File: config.mk
export PLATFORM = sky130hd
export DESIGN_NAME = fifo_wr_arbiter
export DESIGN_NICKNAME = d
export VERILOG_FILES = /design/src/rtl/fifo_wr_arbiter.sv
export SDC_FILE = /design/constraint.sdc
export NUM_CORES = 1
export LEC_CHECK = 0
export ABC_CLOCK_PERIOD_IN_PS = 3500
export CAP_MARGIN = 40
export CORE_UTILIZATION = 39
export CTS_CLUSTER_DIAMETER = 50
export CTS_CLUSTER_SIZE = 20
export DETAILED_ROUTE_END_ITERATION = 10
export PLACE_DENSITY = 0.92
export SLEW_MARGIN = 10
export SYNTH_ARGS = -nofsm -noshare
export SYNTH_HDL_FRONTEND = slang
export SYNTH_SLANG_ARGS = --single-unit
File: constraint.sdc
create_clock -name clk -period 3.5 [get_ports clk]
set_input_delay 1.05 -clock clk [delete_from_list [all_inputs] [get_ports clk]]
set_output_delay 1.05 -clock clk [all_outputs]
set_load 0.1 [all_outputs]
File: src/rtl/fifo_wr_arbiter.sv
// fifo_wr_arbiter: round-robin arbiter sharing one FIFO write port among N
// producers. A producer is granted for a burst of up to BURST words, and the
// grant is released early when the producer drops req. Every release costs
// one IDLE cycle before the next grant. fifo_full stalls the grant without
// giving it up.
//
// Ports:
//   clk        rising-edge clock
//   reset      synchronous, active high
//   req        [N]    requester i holds a valid word
//   req_data   [N*W]  requester i's word on bits [i*W +: W]
//   fifo_full         FIFO full flag; blocks writes in the same cycle
//   ack        [N]    one-hot; the word of requester i is written this edge
//   fifo_wr           FIFO write enable
//   fifo_data  [W]    FIFO write data (zero while idle)
//   owner             granted requester index, valid while busy
//   busy              a grant is active
module fifo_wr_arbiter #(
  parameter int N     = 4,
  parameter int W     = 8,
  parameter int BURST = 4
) (
  input  logic                 clk,
  input  logic                 reset,
  input  logic [N-1:0]         req,
  input  logic [N*W-1:0]       req_data,
  input  logic                 fifo_full,
  output logic [N-1:0]         ack,
  output logic                 fifo_wr,
  output logic [W-1:0]         fifo_data,
  output logic [$clog2(N)-1:0] owner,
  output logic                 busy
);
  localparam int OW = $clog2(N);
  localparam int CW = $clog2(BURST) + 1;

  typedef enum logic {IDLE, GRANT} state_t;

  state_t        state;
  logic [OW-1:0] ptr;
  logic [CW-1:0] cnt;

  logic [N-1:0][W-1:0] data_arr;
  assign data_arr = req_data;

  // Round-robin pick: scan ptr, ptr+1, ... mod N. The loop runs from the far
  // end so the last hit written is the one closest to ptr.
  logic [OW-1:0] pick;
  logic          pick_vld;
  logic [OW-1:0] cand;
  always_comb begin
    pick     = '0;
    pick_vld = 1'b0;
    cand     = '0;
    for (int i = N - 1; i >= 0; i--) begin
      cand = OW'((int'(ptr) + i) % N);
      if (req[cand]) begin
        pick     = cand;
        pick_vld = 1'b1;
      end
    end
  end

  logic [OW-1:0] owner_nxt;
  assign owner_nxt = (owner == OW'(N - 1)) ? '0 : owner + 1'b1;

  // Write path is combinational from the registered grant, so fifo_full and
  // a dropped req take effect in the same cycle. It is deliberately not gated
  // by reset: a word acked in the reset cycle is really written.
  assign busy      = (state == GRANT);
  assign fifo_wr   = busy & req[owner] & ~fifo_full;
  assign ack       = fifo_wr ? (N'(1) << owner) : '0;
  assign fifo_data = busy ? data_arr[owner] : '0;

  always_ff @(posedge clk) begin
    if (reset) begin
      state <= IDLE;
      owner <= '0;
      ptr   <= '0;
      cnt   <= '0;
    end else begin
      case (state)
        IDLE: begin
          if (pick_vld) begin
            owner <= pick;
            cnt   <= '0;
            state <= GRANT;
          end
        end
        GRANT: begin
          if (fifo_wr) begin
            if (cnt == CW'(BURST - 1)) begin
              state <= IDLE;
              ptr   <= owner_nxt;
            end else begin
              cnt <= cnt + 1'b1;
            end
          end else if (!req[owner]) begin
            // producer ran dry: release without a write
            state <= IDLE;
            ptr   <= owner_nxt;
          end
          // else: req held but FIFO full -> stall, hold owner and cnt
        end
        default: state <= IDLE;
      endcase
    end
  end
endmodule

==> metrics <==
first-pass GRT wire length=4.44 mm; Avg Inst Size Synth=9.90 um^2; simple-gate share of the synthesized area=25.0%; Crit Path Class=in2out; Final period util=95.7%; Yosys top cell by area=mux4_2; Synth cell types=28; placed inst area=1610 um^2; vias in the first global route=947; Finish-stage setup viols=0; PostCTS Resize Cnt=4; Area Overhead vs Synth=86.5%; RSZ-0062 raised after global routing=false; Reg2Reg Setup Slack=1.82 ns; WL/cell=16.3 um; mux cell area share after synthesis=29.9%; commonest non-fill, non-tap cell in the layout=clkdlybuf4s50_1; Inserted Clock Buffers=3; Adder-Cell Fraction of Synth Area=8.62%; GRT overflow=0; Seq cells post-synth=8; Seq/Total Area, Yosys=18.4%; syn nets=133; leak pwr=0.654 nW; Final GP Congestion=0.853; worst path required time=2.45 ns; VDD IR-drop max=0.000228 V; status=completed; register area=163 um^2; die area=2430 um^2; number of flops mapped to enable cells by yosys=0; hold slack=0.493 ns; Synth area leaders=mux4_2 23%, dfxtp_1 18%, and2_1 8.6%, ha_1 8.6%, inv_1 3.9%; Compound-Gate Fraction of Synth Area=11.4%; Worst R2R Path Depth=4; leading cell types in the layout, fill and taps excluded=34 x clkdlybuf4s50_1, 13 x buf_12, 9 x inv_1, 9 x mux4_2, 9 x buf_4; DR DRC count=0; PortBufs=54; clock sink count=8; minimum clock period=3.35 ns; Hold Path Class=reg2reg; Worst Skew=0.00177 ns; H-tree Lvls=1; Final Cell Area=1620 um^2; die span in x=49.3 um; Initial Util=43.1%; layout cells sized above 1=32.0%; # diodes=0; asr flop ratio synth=0%; worst-skew pair later-pin latency=0.25 ns; core box area=2020 um^2; maximum number of pins on one net before global-route repair=16; Worst setup EP type=output pin; DRT iter0 DRCs=16; DR vias=939; pwr/cell area=282 nW/um^2; XOR/XNOR Fraction of Synth Area=0%; Hold Crit Depth=2; cts hold-fix bufs=0; Multi-input gate area=668 um^2; Setup TNS=0 ns; crit-path max FO=5; number of buffers added for setup after CTS=0; Root Buffer=clkbuf_4; DP HPWL=2.40 mm; CP arrival=2.30 ns; CTS max path bufs=2; routed wire length=2.83 mm; Die Span Y=49.3 um; fin cells=174; fillers=115; cell area after synthesis=871 um^2; drt pass-1 iters=4; row cnt=16; Synth Warn #=0; final total power=0.000458 W; Tot GR Track Use=24.1%; # nets final=194; dpl cells=171; Final Hold Fails=0; initial antenna violation count=0; top-area cell type share of the netlist area=23.3%; CP Launch Type=input port; Max-Slew Margin vs Limit=52.6%; ANT nets after route=0; main combinational cell family by area after synthesis=multiplexers; IO Count=55; final slew viol count=0; Mapped Cells=88; Vias/cell=5.40; Max Cap Viol=0; clock slew at reported path FFs=0.05 ns; Peak Freq=0.298 GHz; worst slew pin tran=0.703 ns; prevailing post-synth register cell=dfxtp_1; CTS tree=yes
worst paths after layout:
check,startpoint,endpoint
worst max-delay path,req[0],ack[2]
worst min-delay path,cnt[1],cnt[1]
worst max register to register,owner[0],ptr[0]
worst min register to register,cnt[1],cnt[1]
per-layer routing:
layer	vias to the layer above	track usage, %	wire length (um)	part of all wire (%)
met4	0	4.41	0	0
met3	0	3.74	210	7.4
met2	46	42.9	1430	51
met1	448	30.5	1190	42
li1	445	-	-	-
met5	-	0	0	0
through the flow:
step	setup WS, ns	util, %
finish	0.149	80.3
global route	0.112	80.3
floorplan	-0.266	-
global placement	-0.0614	79.5
CTS	0.138	80.3
detailed placement	-0.0763	79.5
flip-flops by register name, indices dropped and copies added (netlist names):
register	count
busy	1
cnt	3
owner	2
ptr	2
power by group:
group	switching [W]	total [W]	internal [W]	leakage, nW
clock	0.0000292	0.0000683	0.0000391	0.0138
sequential	0.0000133	0.000110	0.0000970	0.0661
combinational	0.000151	0.000279	0.000128	0.574
total	0.000194	0.000458	0.000264	0.654
cell usage after synthesis (2+ instances only):
library cell  count
and3_4            2
a21oi_1           6
nand3_1           3
and2_1           12
nand2b_1          3
and3_1            2
mux2i_1           2
buf_2             2
ha_1              6
mux4_2            9
dfxtp_1           8
o21a_1            2
nand2_1           3
inv_1             9
mux2_1            2
nor2_1            3
o21ai_0           3
cells by family (layout without fill, tap and decap cells):
kind of cell | Yosys count | in the layout
mux | 14 | 14
fa+ha+maj | 6 | 6
compound gates | 15 | 15
buf+inv | 13 | 72
simple gates | 32 | 32
flops | 8 | 8
critical path, cell delays in order:
cell           delay (ns)
dlygate4sd2_1        0.25
mux4_2               0.49
nor3b_4              0.19
and2_4               0.15
buf_12               0.16
final cells by class:
cell class | instances | area share (%)
multi-input combinational | 67 | 41.1
inverter | 9 | 2.08
timing repair buffer | 60 | 43.3
sequential | 8 | 10.0
tap | 27 | 2.08
clock buffer | 3 | 1.39
Note: power is estimated with default switching activity, not from simulation.
